## config.mk

```make
export PLATFORM = sky130hd
export DESIGN_NAME = cart_bus_ctrl
export DESIGN_NICKNAME = d
export VERILOG_FILES = /design/src/rtl/cart_pkg.sv /design/src/rtl/cart_bus_ctrl.sv
export SDC_FILE = /design/constraint.sdc
export NUM_CORES = 1
export LEC_CHECK = 0
export CORE_AREA = 2 2 70 59
export CTS_BUF_LIST = sky130_fd_sc_hd__clkbuf_16
export CTS_CLUSTER_DIAMETER = 30
export DETAILED_ROUTE_END_ITERATION = 8
export DIE_AREA = 0 0 72 61
export DONT_BUFFER_PORTS = 1
export MAX_ROUTING_LAYER = met4
export PLACE_DENSITY = 0.74
export SYNTH_ARGS = -nofsm -noshare
export SYNTH_HDL_FRONTEND = slang
export SYNTH_SLANG_ARGS = --single-unit
export TNS_END_PERCENT = 100
```

## constraint.sdc

```tcl
create_clock -name clock -period 3.2 [get_ports clock]
set_input_delay 0.64 -clock clock [delete_from_list [all_inputs] [get_ports clock]]
set_output_delay 0.64 -clock clock [all_outputs]
set_load 0.05 [all_outputs]
```

## src/rtl/cart_pkg.sv

```systemverilog
// Shared types and timing defaults for the cartridge bus controller.
// Build macro CART_RST_PULSE_EN adds the CRST state and widens the phase counter to 8 bits.
package cart_pkg;

`ifdef CART_RST_PULSE_EN
    typedef enum logic [2:0] {
        IDLE   = 3'd0,
        SETUP  = 3'd1,
        STROBE = 3'd2,
        HOLD   = 3'd3,
        CRST   = 3'd4
    } cart_state_e;

    localparam int CNT_W = 8;
`else
    typedef enum logic [2:0] {
        IDLE   = 3'd0,
        SETUP  = 3'd1,
        STROBE = 3'd2,
        HOLD   = 3'd3
    } cart_state_e;

    localparam int CNT_W = 4;
`endif

    localparam int DEF_ADDR_W     = 16;
    localparam int DEF_DATA_W     = 8;
    localparam int DEF_SETUP_CYC  = 1;
    localparam int DEF_STROBE_CYC = 4;
    localparam int DEF_HOLD_CYC   = 1;
    localparam int DEF_RST_CYC    = 16;

endpackage

```

## src/rtl/cart_bus_ctrl.sv

```systemverilog
// Cartridge bus controller: runs one SETUP/STROBE/HOLD access per accepted request.
// Build macro CART_RST_PULSE_EN holds the cartridge in reset for RST_CYC cycles after reset.
module cart_bus_ctrl
    import cart_pkg::*;
#(
    parameter int ADDR_W     = DEF_ADDR_W,
    parameter int DATA_W     = DEF_DATA_W,
    parameter int SETUP_CYC  = DEF_SETUP_CYC,
    parameter int STROBE_CYC = DEF_STROBE_CYC,
    parameter int HOLD_CYC   = DEF_HOLD_CYC,
    parameter int RST_CYC    = DEF_RST_CYC
) (
    input  logic              clock,
    input  logic              reset,
    input  logic              req_valid,
    output logic              req_ready,
    input  logic              req_write,
    input  logic              req_sram,
    input  logic [ADDR_W-1:0] req_addr,
    input  logic [DATA_W-1:0] req_wdata,
    output logic              rsp_valid,
    output logic [DATA_W-1:0] rsp_rdata,
    output logic [ADDR_W-1:0] cart_address,
    output logic [DATA_W-1:0] cart_data_out,
    output logic              cart_data_oe,
    input  logic [DATA_W-1:0] cart_data_in,
    output logic              cart_r_enable_l,
    output logic              cart_w_enable_l,
    output logic              cart_cs_sram_l,
    output logic              cart_reset_l
);

    localparam logic [CNT_W-1:0] SETUP_LOAD  = CNT_W'(SETUP_CYC - 1);
    localparam logic [CNT_W-1:0] STROBE_LOAD = CNT_W'(STROBE_CYC - 1);
    localparam logic [CNT_W-1:0] HOLD_LOAD   = CNT_W'(HOLD_CYC - 1);
    localparam logic [CNT_W-1:0] RST_LOAD    = CNT_W'(RST_CYC - 1);
    localparam logic [CNT_W-1:0] CNT_ONE     = CNT_W'(1);

`ifdef CART_RST_PULSE_EN
    localparam cart_state_e RESET_STATE = CRST;
`else
    localparam cart_state_e RESET_STATE = IDLE;
`endif

    cart_state_e       state_q, state_d;
    logic [CNT_W-1:0]  cnt_q, cnt_d;
    logic [ADDR_W-1:0] addr_q, addr_d;
    logic [DATA_W-1:0] wdata_q, wdata_d;
    logic              write_q, write_d;
    logic              sram_q, sram_d;
    logic [DATA_W-1:0] rdata_q, rdata_d;
    logic              rsp_valid_q, rsp_valid_d;
    logic              req_ready_q, req_ready_d;
    logic              cs_l_q, cs_l_d;
    logic              oe_q, oe_d;
    logic              r_en_l_q, r_en_l_d;
    logic              w_en_l_q, w_en_l_d;
    logic              reset_l_q, reset_l_d;
    logic              busy;
    logic              cnt_done;

    // Next-state logic; pin values are decoded from the next state so every output is a flop.
    always_comb begin
        state_d     = state_q;
        cnt_d       = cnt_q;
        addr_d      = addr_q;
        wdata_d     = wdata_q;
        write_d     = write_q;
        sram_d      = sram_q;
        rdata_d     = rdata_q;
        rsp_valid_d = 1'b0;
        cnt_done    = (cnt_q == '0);

        case (state_q)
            IDLE: begin
                if (req_valid && req_ready_q) begin
                    addr_d  = req_addr;
                    wdata_d = req_wdata;
                    write_d = req_write;
                    sram_d  = req_sram;
                    state_d = SETUP;
                    cnt_d   = SETUP_LOAD;
                end
            end
            SETUP: begin
                if (cnt_done) begin
                    state_d = STROBE;
                    cnt_d   = STROBE_LOAD;
                end else begin
                    cnt_d = cnt_q - CNT_ONE;
                end
            end
            STROBE: begin
                if (cnt_done) begin
                    if (!write_q) begin
                        rdata_d = cart_data_in;
                    end
                    state_d = HOLD;
                    cnt_d   = HOLD_LOAD;
                end else begin
                    cnt_d = cnt_q - CNT_ONE;
                end
            end
            HOLD: begin
                if (cnt_done) begin
                    state_d     = IDLE;
                    rsp_valid_d = 1'b1;
                end else begin
                    cnt_d = cnt_q - CNT_ONE;
                end
            end
`ifdef CART_RST_PULSE_EN
            CRST: begin
                if (cnt_done) begin
                    state_d = IDLE;
                end else begin
                    cnt_d = cnt_q - CNT_ONE;
                end
            end
`endif
            default: begin
                state_d = IDLE;
            end
        endcase

        busy        = (state_d == SETUP) || (state_d == STROBE) || (state_d == HOLD);
        req_ready_d = (state_d == IDLE);
        cs_l_d      = ~(busy && sram_d);
        oe_d        = busy && write_d;
        r_en_l_d    = ~((state_d == STROBE) && !write_d);
        w_en_l_d    = ~((state_d == STROBE) && write_d);
`ifdef CART_RST_PULSE_EN
        reset_l_d   = (state_d != CRST);
`else
        reset_l_d   = 1'b1;
`endif
    end

    always_ff @(posedge clock) begin
        if (reset) begin
            state_q     <= RESET_STATE;
            cnt_q       <= RST_LOAD;
            addr_q      <= '0;
            wdata_q     <= '0;
            write_q     <= 1'b0;
            sram_q      <= 1'b0;
            rdata_q     <= '0;
            rsp_valid_q <= 1'b0;
            req_ready_q <= 1'b0;
            cs_l_q      <= 1'b1;
            oe_q        <= 1'b0;
            r_en_l_q    <= 1'b1;
            w_en_l_q    <= 1'b1;
            reset_l_q   <= 1'b0;
        end else begin
            state_q     <= state_d;
            cnt_q       <= cnt_d;
            addr_q      <= addr_d;
            wdata_q     <= wdata_d;
            write_q     <= write_d;
            sram_q      <= sram_d;
            rdata_q     <= rdata_d;
            rsp_valid_q <= rsp_valid_d;
            req_ready_q <= req_ready_d;
            cs_l_q      <= cs_l_d;
            oe_q        <= oe_d;
            r_en_l_q    <= r_en_l_d;
            w_en_l_q    <= w_en_l_d;
            reset_l_q   <= reset_l_d;
        end
    end

    // The latched request fields double as the address and data pin registers.
    assign req_ready       = req_ready_q;
    assign rsp_valid       = rsp_valid_q;
    assign rsp_rdata       = rdata_q;
    assign cart_address    = addr_q;
    assign cart_data_out   = wdata_q;
    assign cart_data_oe    = oe_q;
    assign cart_r_enable_l = r_en_l_q;
    assign cart_w_enable_l = w_en_l_q;
    assign cart_cs_sram_l  = cs_l_q;
    assign cart_reset_l    = reset_l_q;

endmodule

```

==> metrics.txt <==
Routed WL per cell=17.7 um; DRT Wirelength=4.50 mm; die area=0.00439 mm^2; cell taking the most area after synthesis=dfxtp_1; WP data arrival=2330 ps; Port-buffer cells=0; synthesized cell area=0.00194 mm^2; post-route insts no fill=254; PostCTS Resize Cnt=0; WHS=415 ps; clock sink total=48; Fmax=464 MHz; number of placed cells counting well taps=246; Peak VDD IR=0.356 mV; P_int=1000 uW; r2r setup slk=1050 ps; Yosys cell types=44; CTS tree=yes; post-layout util=57.4%; Seq/Total Area, Yosys=49.5%; DRC viols=0; CTS clock-pin slew for the worst setup and hold paths=60 ps; Most used DFF post-synth=dfxtp_1; layout cells sized above 1=8.57%; vias per inst=6.33; asr flop ratio synth=0%; Fin Clk Skew=4.10 ps; fin crit period=2150 ps; Worst Path Class, Setup=reg -> reg; pin slew with the least headroom to its limit=974 ps; Area Overhead vs Synth=8.69%; initial core utilization=52.8%; clk_lat worst skew=290 ps; RSZ-0062 raised after global routing=no; global-route wire length before repair=7.06 mm; Slew HR=35.0%; Syn. warnings=0; Root Buffer=clkbuf_16; switching power=300 uW; Mapped Cells=219; CP Launch Type=register; Post-Route Setup TNS=0 ps; Final Instance Area=0.00211 mm^2; Final Hold Viols=0; # setup viols final=0; GPL Wtd Cong=0.856; First-pass DRT Iterations=4; number of global-route vias before repair=1,410; Net Count, Synth=257; initial DRC count=78; Gate power share=4.0%; Pleak=0.000703 uW; Flop pwr share=51.7%; syn avg cell area=8.87 um^2; CP required=3370 ps; sw frac=23.1%; hold crit path type=in -> reg; Clock Path Buffers=2; HPWL Detailed=2.93 mm; Post-DP Area=0.00195 mm^2; largest net degree at the start of global routing=45; Cell Pwr Density=617 mW/mm^2; ANT nets after route=0; Site Rows=20; post-CTS setup buffer count=0; CTS Buf Count=5; post-layout net count=247; Synth Register Bits=48; Core ar.=0.00368 mm^2; ANT cells=0; initial antenna violation count=0; H-tree levels=2; Area contributors post-synth=dfxtp_1, nand3_1, a21oi_1; status=completed; die height=61 um; Die X=72 um; Tot GR Track Use=21.9%; MaxCap Viol Count=0; Post-CTS Hold Fix Bufs=0; Top Ports=76; commonest non-fill, non-tap cell in the layout=dfxtp_1; critical path peak fanout=34; grt ovf=0; Tcrit/Tclk final=67.3%; fill count=325; Post-synth EDFFs=0; Synth top area share=49.5%; clock share of power=44.4%; most frequent cells in the layout=dfxtp_1, nand3_1, a21oi_1; Slew Limit Fails=0; routed via count=1,609; crit path capture type=register
-- cells in the mapped netlist, types with 2 or more instances --
cell,n
nand4bb_1,2
nand3_1,35
buf_2,7
a21oi_1,34
nand4_1,2
clkbuf_1,12
nor2_1,3
inv_1,5
nor3_1,3
dfxtp_1,48
and4bb_2,2
o21ai_0,33
o211ai_1,2
-- final timing paths --
kind                            startpoint            to  cells past startpoint
worst max-delay path            state_q[1]        sram_q                      4
worst min-delay path                 reset  rsp_rdata[1]                      1
worst max register to register  state_q[1]        sram_q                      4
worst min register to register    cnt_q[1]      cnt_q[1]                      1
-- cell type report --
class,instances,area [um^2],share of cell area (%)
Clock buffer,5,125,5.92
Clock inverter,3,38.8,1.84
Inverter,6,22.5,1.07
Multi-Input combinational cell,145,887,42.0
Sequential cell,48,961,45.5
Tap cell,44,55.1,2.61
Timing Repair Buffer,3,22.5,1.07
-- metrics by stage --
stage               worst slack, ps  power [uW]
global placement               1120         736
CTS                            1060        1320
finish                         1050        1300
floorplan                      1450         731
global route                    861        1350
detailed placement             1080         737
-- sequential cells by signal, summed over array words and instances (netlist names) --
register,flops
cart_cs_sram_l,1
cart_r_enable_l,1
cnt_q,4
write_q,1
req_ready,1
rsp_rdata,8
rsp_valid,1
cart_address,16
cart_reset_l,1
cart_data_out,8
state_q,3
sram_q,1
cart_data_oe,1
cart_w_enable_l,1
-- power by group through the flow --
stage          Sequential, uW  Combinational [uW]  Clock, uW
2_1_floorplan             678                52.8          0
3_3_place_gp              686                50.1          0
3_5_place_dp              686                51.0          0
4_1_cts                   673                51.9        593
5_1_grt                   675                58.3        621
6_report                  673                51.7        578
-- worst max-delay path: stages, from the launching register on --
cell	delay, ps
dfxtp_1	960
clkinv_1	310
buf_4	300
and4_1	190
or2_2	260
-- kinds of logic (layout without fill, tap and decap cells) --
kind of cell / after synthesis / after routing / share of synthesized area [%]
xor+xnor: 1 / 1 / 0.451
compound gates: 84 / 84 / 26.0
mux: 1 / 1 / 0.515
fa+ha+maj: 1 / 1 / 0.644
simple gates: 57 / 57 / 17.1
flops: 48 / 48 / 49.5
other cells: 1 / 1 / 0.193
buf+inv: 26 / 17 / 5.67
-- layer usage --
layer	wire length (um)	up-vias	track usage, %
li1	-	784	-
met1	2020	743	28.5
met2	1930	74	30.3
met3	478	8	8.64
met4	68	0	8.89
met5	0	-	-
Note: power is estimated with default switching activity, not from simulation.
